<file path="src/rtl/if_fetch_unit.sv">
// Instruction fetch unit: issues word fetches to instruction memory, buffers a
// fetched word across downstream stalls, and drains stale requests after a redirect.
module if_fetch_unit #(
  parameter logic [31:0] RESET_PC = 32'h0000_0000
) (
  input  logic        clk,
  input  logic        rst,
  input  logic        freeze,
  input  logic        Branch_taken,
  input  logic [31:0] BranchAddr,
  output logic        imem_req,
  output logic [31:0] imem_addr,
  input  logic        imem_ready,
  input  logic [31:0] imem_rdata,
  output logic [31:0] PC,
  output logic [31:0] Instruction,
  output logic        IF_valid
);

  typedef enum logic [1:0] {
    FETCH,
    HOLD,
    DISCARD
  } state_e;

  state_e      state_q, state_d;
  logic [31:0] pc_q, pc_d;
  logic [31:0] hold_instr_q, hold_instr_d;
  logic [31:0] discard_addr_q, discard_addr_d;

  logic [31:0] pc_plus4;
  logic [31:0] branch_target;

  assign pc_plus4      = pc_q + 32'd4;
  assign branch_target = BranchAddr & 32'hFFFF_FFFC;

  always_comb begin
    state_d        = state_q;
    pc_d           = pc_q;
    hold_instr_d   = hold_instr_q;
    discard_addr_d = discard_addr_q;
    case (state_q)
      FETCH: begin
        if (Branch_taken) begin
          pc_d = branch_target;
          // An unanswered request cannot be withdrawn; remember it and drain it.
          if (!imem_ready) begin
            discard_addr_d = pc_q;
            state_d        = DISCARD;
          end
        end else if (imem_ready) begin
          if (freeze) begin
            hold_instr_d = imem_rdata;
            state_d      = HOLD;
          end else begin
            pc_d = pc_plus4;
          end
        end
      end
      HOLD: begin
        if (Branch_taken) begin
          pc_d    = branch_target;
          state_d = FETCH;
        end else if (!freeze) begin
          pc_d    = pc_plus4;
          state_d = FETCH;
        end
      end
      DISCARD: begin
        if (Branch_taken) begin
          pc_d = branch_target;
        end
        if (imem_ready) begin
          state_d = FETCH;
        end
      end
      default: state_d = FETCH;
    endcase
  end

  always_comb begin
    imem_req    = 1'b0;
    imem_addr   = pc_q;
    IF_valid    = 1'b0;
    Instruction = '0;
    PC          = pc_plus4;
    if (rst) begin
      PC = RESET_PC + 32'd4;
    end else begin
      case (state_q)
        FETCH: begin
          imem_req    = 1'b1;
          IF_valid    = imem_ready && !Branch_taken;
          Instruction = (imem_ready && !Branch_taken) ? imem_rdata : '0;
        end
        HOLD: begin
          IF_valid    = !Branch_taken;
          Instruction = Branch_taken ? '0 : hold_instr_q;
        end
        DISCARD: begin
          imem_req  = 1'b1;
          imem_addr = discard_addr_q;
        end
        default: ;
      endcase
    end
  end

  always_ff @(posedge clk) begin
    if (rst) begin
      state_q        <= FETCH;
      pc_q           <= RESET_PC;
      hold_instr_q   <= '0;
      discard_addr_q <= '0;
    end else begin
      state_q        <= state_d;
      pc_q           <= pc_d;
      hold_instr_q   <= hold_instr_d;
      discard_addr_q <= discard_addr_d;
    end
  end

endmodule

</file>
<file path="config.mk">
export PLATFORM = sky130hd
export DESIGN_NAME = if_fetch_unit
export DESIGN_NICKNAME = d
export VERILOG_FILES = /design/src/rtl/if_fetch_unit.sv
export SDC_FILE = /design/constraint.sdc
export NUM_CORES = 1
export LEC_CHECK = 0
export ABC_AREA = 1
export BUFFER_PORTS_ARGS = -buffer_cell sky130_fd_sc_hd__buf_2
export CORE_MARGIN = 2
export CORE_UTILIZATION = 47
export DETAILED_ROUTE_END_ITERATION = 10
export PLACE_DENSITY = 0.73
export SYNTH_ARGS = -nofsm -noshare
export SYNTH_HDL_FRONTEND = slang
export SYNTH_SLANG_ARGS = --single-unit
</file>
<file path="constraint.sdc">
create_clock -name clk -period 1.5 [get_ports clk]
set_input_delay 0.225 -clock clk [delete_from_list [all_inputs] [get_ports clk]]
set_output_delay 0.225 -clock clk [all_outputs]
set_load 0.05 [all_outputs]
</file>
[Yosys cells after proc, flatten, opt, wreduce, memory -nomap -nowiden]
Cells that the tools add are included.
Word-level totals
  bits in registers: 98
  bits in latches: 0
  RAM bits: 0
  memory bits (read-only): 0
  input port bits: 69
  logic and storage cells: 49
  memories kept: 0
Operators by class
  add/subtract/negate cells: 1
  multipliers: 0
  divide/modulo/power cells: 0
  order comparisons: 0
  equality and inequality tests: 8
  shifts and indexed selects: 0
  mux-type cells: 25
  bitwise logic cells: 2
  reduce and logical (&&, ||, !) cells: 9
Operator list (number)
  $mux 32: 11
  $pmux 32 s3: 1
  $pmux 32 s2: 1
  $add 32x3->32 const B: 1
  $mux 2: 7
  $ne 3x3->1 const B: 4
  $pmux 2 s3: 1
  $reduce_and 3->1: 2
  $reduce_and 5->1: 1
  $ne 2x2->1 const B: 2
  $reduce_and 4->1: 1
  $mux 1: 3
  $reduce_bool 3->1: 1
  $eq 2x1->1 const B: 1
  $eq 2x2->1 const B: 1
  $logic_not 2->1: 1
  $not 1->1: 2
  $pmux 1 s2: 1
  $reduce_or 2->1: 1
  $logic_and 1x1->1: 1
  $logic_not 1->1: 1

[Longest topological paths before layout]
  word-level depth: 5
  depth in mapped cells: 10

[Least setup slack after synthesis]
OpenSTA, ideal clock, no wires.
  kind: reg2out
  start: register state_q[0]
  end: output port imem_addr[13]
  arrival time: 2492 ps
  required time: 1275 ps
  setup slack: -1217 ps
  stages on the path, launching flop included: 5
  cells stage by stage: dfxtp_1 -> nor2_1 -> nand2_1 -> clkbuf_1 -> a21oi_1
On the way
  word-level cells in the longest chain between the ends: 3
Ends and longest elaborated chain
  start, declared: line 26  | state_e state_q, state_d;
  start signal, assigned: line 116  | state_q <= state_d;
  $eq 2x2->1: line 90  | case (state_q)
  $mux 32: line 90
  $mux 32: line 87  | if (rst) begin
  end, declared: line 12  | output logic [31:0] imem_addr,
Every way passes these cells.

[Final worst setup path]
  start: register pc_q[15]
  end: output port PC[16]
On the way
  word-level cells in the longest chain between the ends: 2
Ends and longest elaborated chain
  start, declared: line 27  | logic [31:0] pc_q, pc_d;
  start signal, assigned: line 117  | pc_q <= pc_d;
  $add 32x3->32: line 34  | assign pc_plus4 = pc_q + 32'd4;
  $mux 32: line 87
  end, declared: line 15  | output logic [31:0] PC,
Every way passes these cells.

==> run metrics <==
unrepaired setup endpoints after global routing=yes; CTS max path bufs=2; initial antenna violation count=1; Routed met2 length=15200 µm; share of cells above drive strength 1=0.640; clk root buf=clkbuf_16; hold_ws=0.134 ns; pre-CTS WS=-0.266 ns; Area Overhead vs Synth=99.1%; core area=11400 µm²; # nets final=1152; die width=112 µm; GPL Wtd Cong=0.906; Crit. End Element=primary output; DR top layer=met4; M1 wire length=10800 µm; port buffer count=160; most numerous cell on the critical path=nand2_1; CTS sink count=94; CP max stage cell=dfxtp_1; CTS buffer count=9; Main synth FF type=dfxtp_1; CTS tree=done; Seq cells post-synth=94; DRT iter0 DRCs=1328; power density cells=881 nW/µm²; final worst-path cycle share=1.53; Post-route DRC=0; Multi-input gate area=5000 µm²; clock-pin slew on the worst setup and hold paths=0.07 ns; max_cap viols=0; Mapped Avg Cell Area=6.67 µm²; cell row count=39; Worst VDD drop=1250 µV; Warnings, synthesis=0; Final Max Tran Viols=0; Setup crit start kind=register; hold path depth=3; Slew @ Worst Pin=1.12 ns; Initial Util=0.481; routed len/inst=27.0 µm; Hold Vio Cnt, Final=0; routed wire length on met3=3690 µm; Post-Synthesis Cells=820; pin count of the biggest net entering global routing=60; post-route minimum period=2.30 ns; filler cell count=254; final core utilization=0.957; hold path startpoint=imem_rdata[9]; FF+latch area=1920 µm²; Cell variety after synth=34; critical path class=register to primary output; r2r worst-path depth=8; dpl cells=1156; cts hold-fix bufs=0; Congestion Overflow GR=0; Synth top area share=0.344; FMAX=435 MHz; die height=112 µm; area leader, netlist=dfxtp_1; Power Total=9.59 mW; Worst slew margin=0.244; Critical Path AT=2.07 ns; Final Instance Count excl. Fillers=1231; vias in the first global route=7314; post-DP HPWL=12300 µm; Worst-Skew Late Latency=0.37 ns; I/O pin total=167; Max FO, Critical Path=3; EDFF count, synth=0; DP Area=7820 µm²; Total Wirelength=33300 µm; Post-synth ARST share=0; Hold EP=hold_instr_q[9]; top cells by area, synth=dfxtp_1 (34%), nor2_1 (12%), a21oi_1 (9.2%); fin area=10900 µm²; post-synthesis sequential area ratio=0.344; Final WS setup=-0.797 ns; Leakage=4.27 nW; Detail Route Antenna Nets=0; CTS H-Tree Depth=3; Min-Delay Path Class=primary input to register; GRT Util Overall=0.371; outcome=finished, violations left; RR Endpoint=pc_q[5]; vias per cell=6.67; Post-Syn Area=5470 µm²; Clock Skew=0.0106 ns; first-pass GRT wire length=36900 µm; worst-path cell chain=nand2_1, nor2_2, nand2_1, nor2_4, nand2_2, a21oi_4, buf_6; Worst Path Required=1.27 ns; Initial DRT Pass Iterations=9; CP peak stage delay=0.41 ns; via count=8214; Final setup viols=185; DIE AREA=12500 µm²; Critical R2R Launch=state_q[1]; failing checks=negative setup slack; Final TNS setup=-63.74 ns; r2r setup slk=-0.46 ns
==> layout by cell type (no fill, tap or decap), types with 6 or more instances in the layout <==
cell       synthesis  routed
nand3_1           24      13
o21ai_2            0      37
nand2_2            9      34
nor2_2            10      42
dfxtp_4            0       6
buf_16             0       9
inv_1             40      33
buf_4              8      79
dfxtp_2            0       9
o21ai_0           85      34
clkbuf_16          0      19
or2_2             15      15
a21oi_4            0      45
a21oi_2            1      20
buf_2             24      66
inv_4              0       6
nand3_2            8      10
nand2_1          103      65
nor2_1           171      85
o21ai_4            0       7
nand2_4            4      15
inv_2              7       6
a22oi_2            0      32
buf_6              2     107
dfxtp_1           94      79
buf_8              0      11
buf_12             0      23
nor2_4             9      63
a21oi_1          100      36
o21ai_1           28      35
nand3_4            0       9
==> cells by family after synthesis <==
group | Yosys count | share of synthesized area
AOI/OAI and AO/OA | 249 | 0.244
buffers and inverters | 105 | 0.0863
other | 1 | 0.000686
xor gates and xnor gates | 9 | 0.0144
and+or+nand+nor | 356 | 0.297
muxes | 5 | 0.0103
adders and majority gates | 1 | 0.00229
DFF | 94 | 0.344
==> what timing repair did <==
| item | CTS | global route |
|---|---|---|
| gates resized for setup | 351 | 227 |
| pin swaps | 58 | 74 |
| setup endpoints to repair | 141 | 185 |
| setup buffers | 20 | 24 |
| cloned | 11 | 14 |
==> worst max-delay path, delay by kind of cell (launching register included) <==
| kind | cells | cell delay (ns) |
|---|---|---|
| compound gates | 1 | 0.18 |
| buf+inv | 1 | 0.18 |
| flops | 1 | 0.41 |
| simple gates | 5 | 0.94 |
==> cells in the mapped netlist (4+ instances only) <==
cell type / instances
nand2_2: 9
inv_2: 7
nand3_2: 8
inv_1: 40
buf_2: 24
nor2_4: 9
o21ai_1: 28
buf_4: 8
nor2_2: 10
dfxtp_1: 94
nor2_1: 171
nand3_1: 24
a21oi_1: 100
or2_2: 15
nand2_1: 103
nand2_4: 4
xor2_1: 8
clkbuf_1: 19
a22oi_1: 32
mux2_2: 5
o21ai_0: 85
==> registers in the layout, indices dropped and copies added (netlist names) <==
signal / cells
pc_q: 30
state_q: 2
discard_addr_q: 30
hold_instr_q: 32
==> metal layers <==
| metal | vias up | track usage |
|---|---|---|
| li1 | 3252 | - |
| met4 | 0 | 0.242 |
| met1 | 3746 | 0.405 |
| met2 | 868 | 0.658 |
| met5 | - | 0 |
| met3 | 348 | 0.0670 |
==> layout make-up <==
| type | instances | share of cell area |
|---|---|---|
| Clock inverter | 5 | 0.00759 |
| Tap cell | 143 | 0.0164 |
| Sequential cell | 94 | 0.176 |
| Multi-Input combinational cell | 624 | 0.459 |
| Inverter | 48 | 0.0204 |
| Antenna cell | 1 | 0.000230 |
| Clock buffer | 11 | 0.0214 |
| Timing Repair Buffer | 305 | 0.299 |
==> power breakdown <==
part	switching (mW)	leakage, nW	internal [mW]	total, mW
Clock	1.16	0.154	1.47	2.63
Sequential	0.264	0.780	2.71	2.97
Combinational	2.44	3.34	1.54	3.98
==> how the worst max path moves through the flow <==
stage	start	slack, ns	cells past startpoint	to
final	pc_q[15]	-0.80	7	PC[16]
after global routing	pc_q[15]	-0.79	8	PC[24]
after floorplan	rst	-0.17	3	PC[3]
after detailed placement	pc_q[3]	-0.27	8	PC[30]
after CTS	pc_q[3]	-0.55	8	PC[30]
after global placement	pc_q[3]	-0.24	9	PC[28]
(Power assumes the default switching activity.)
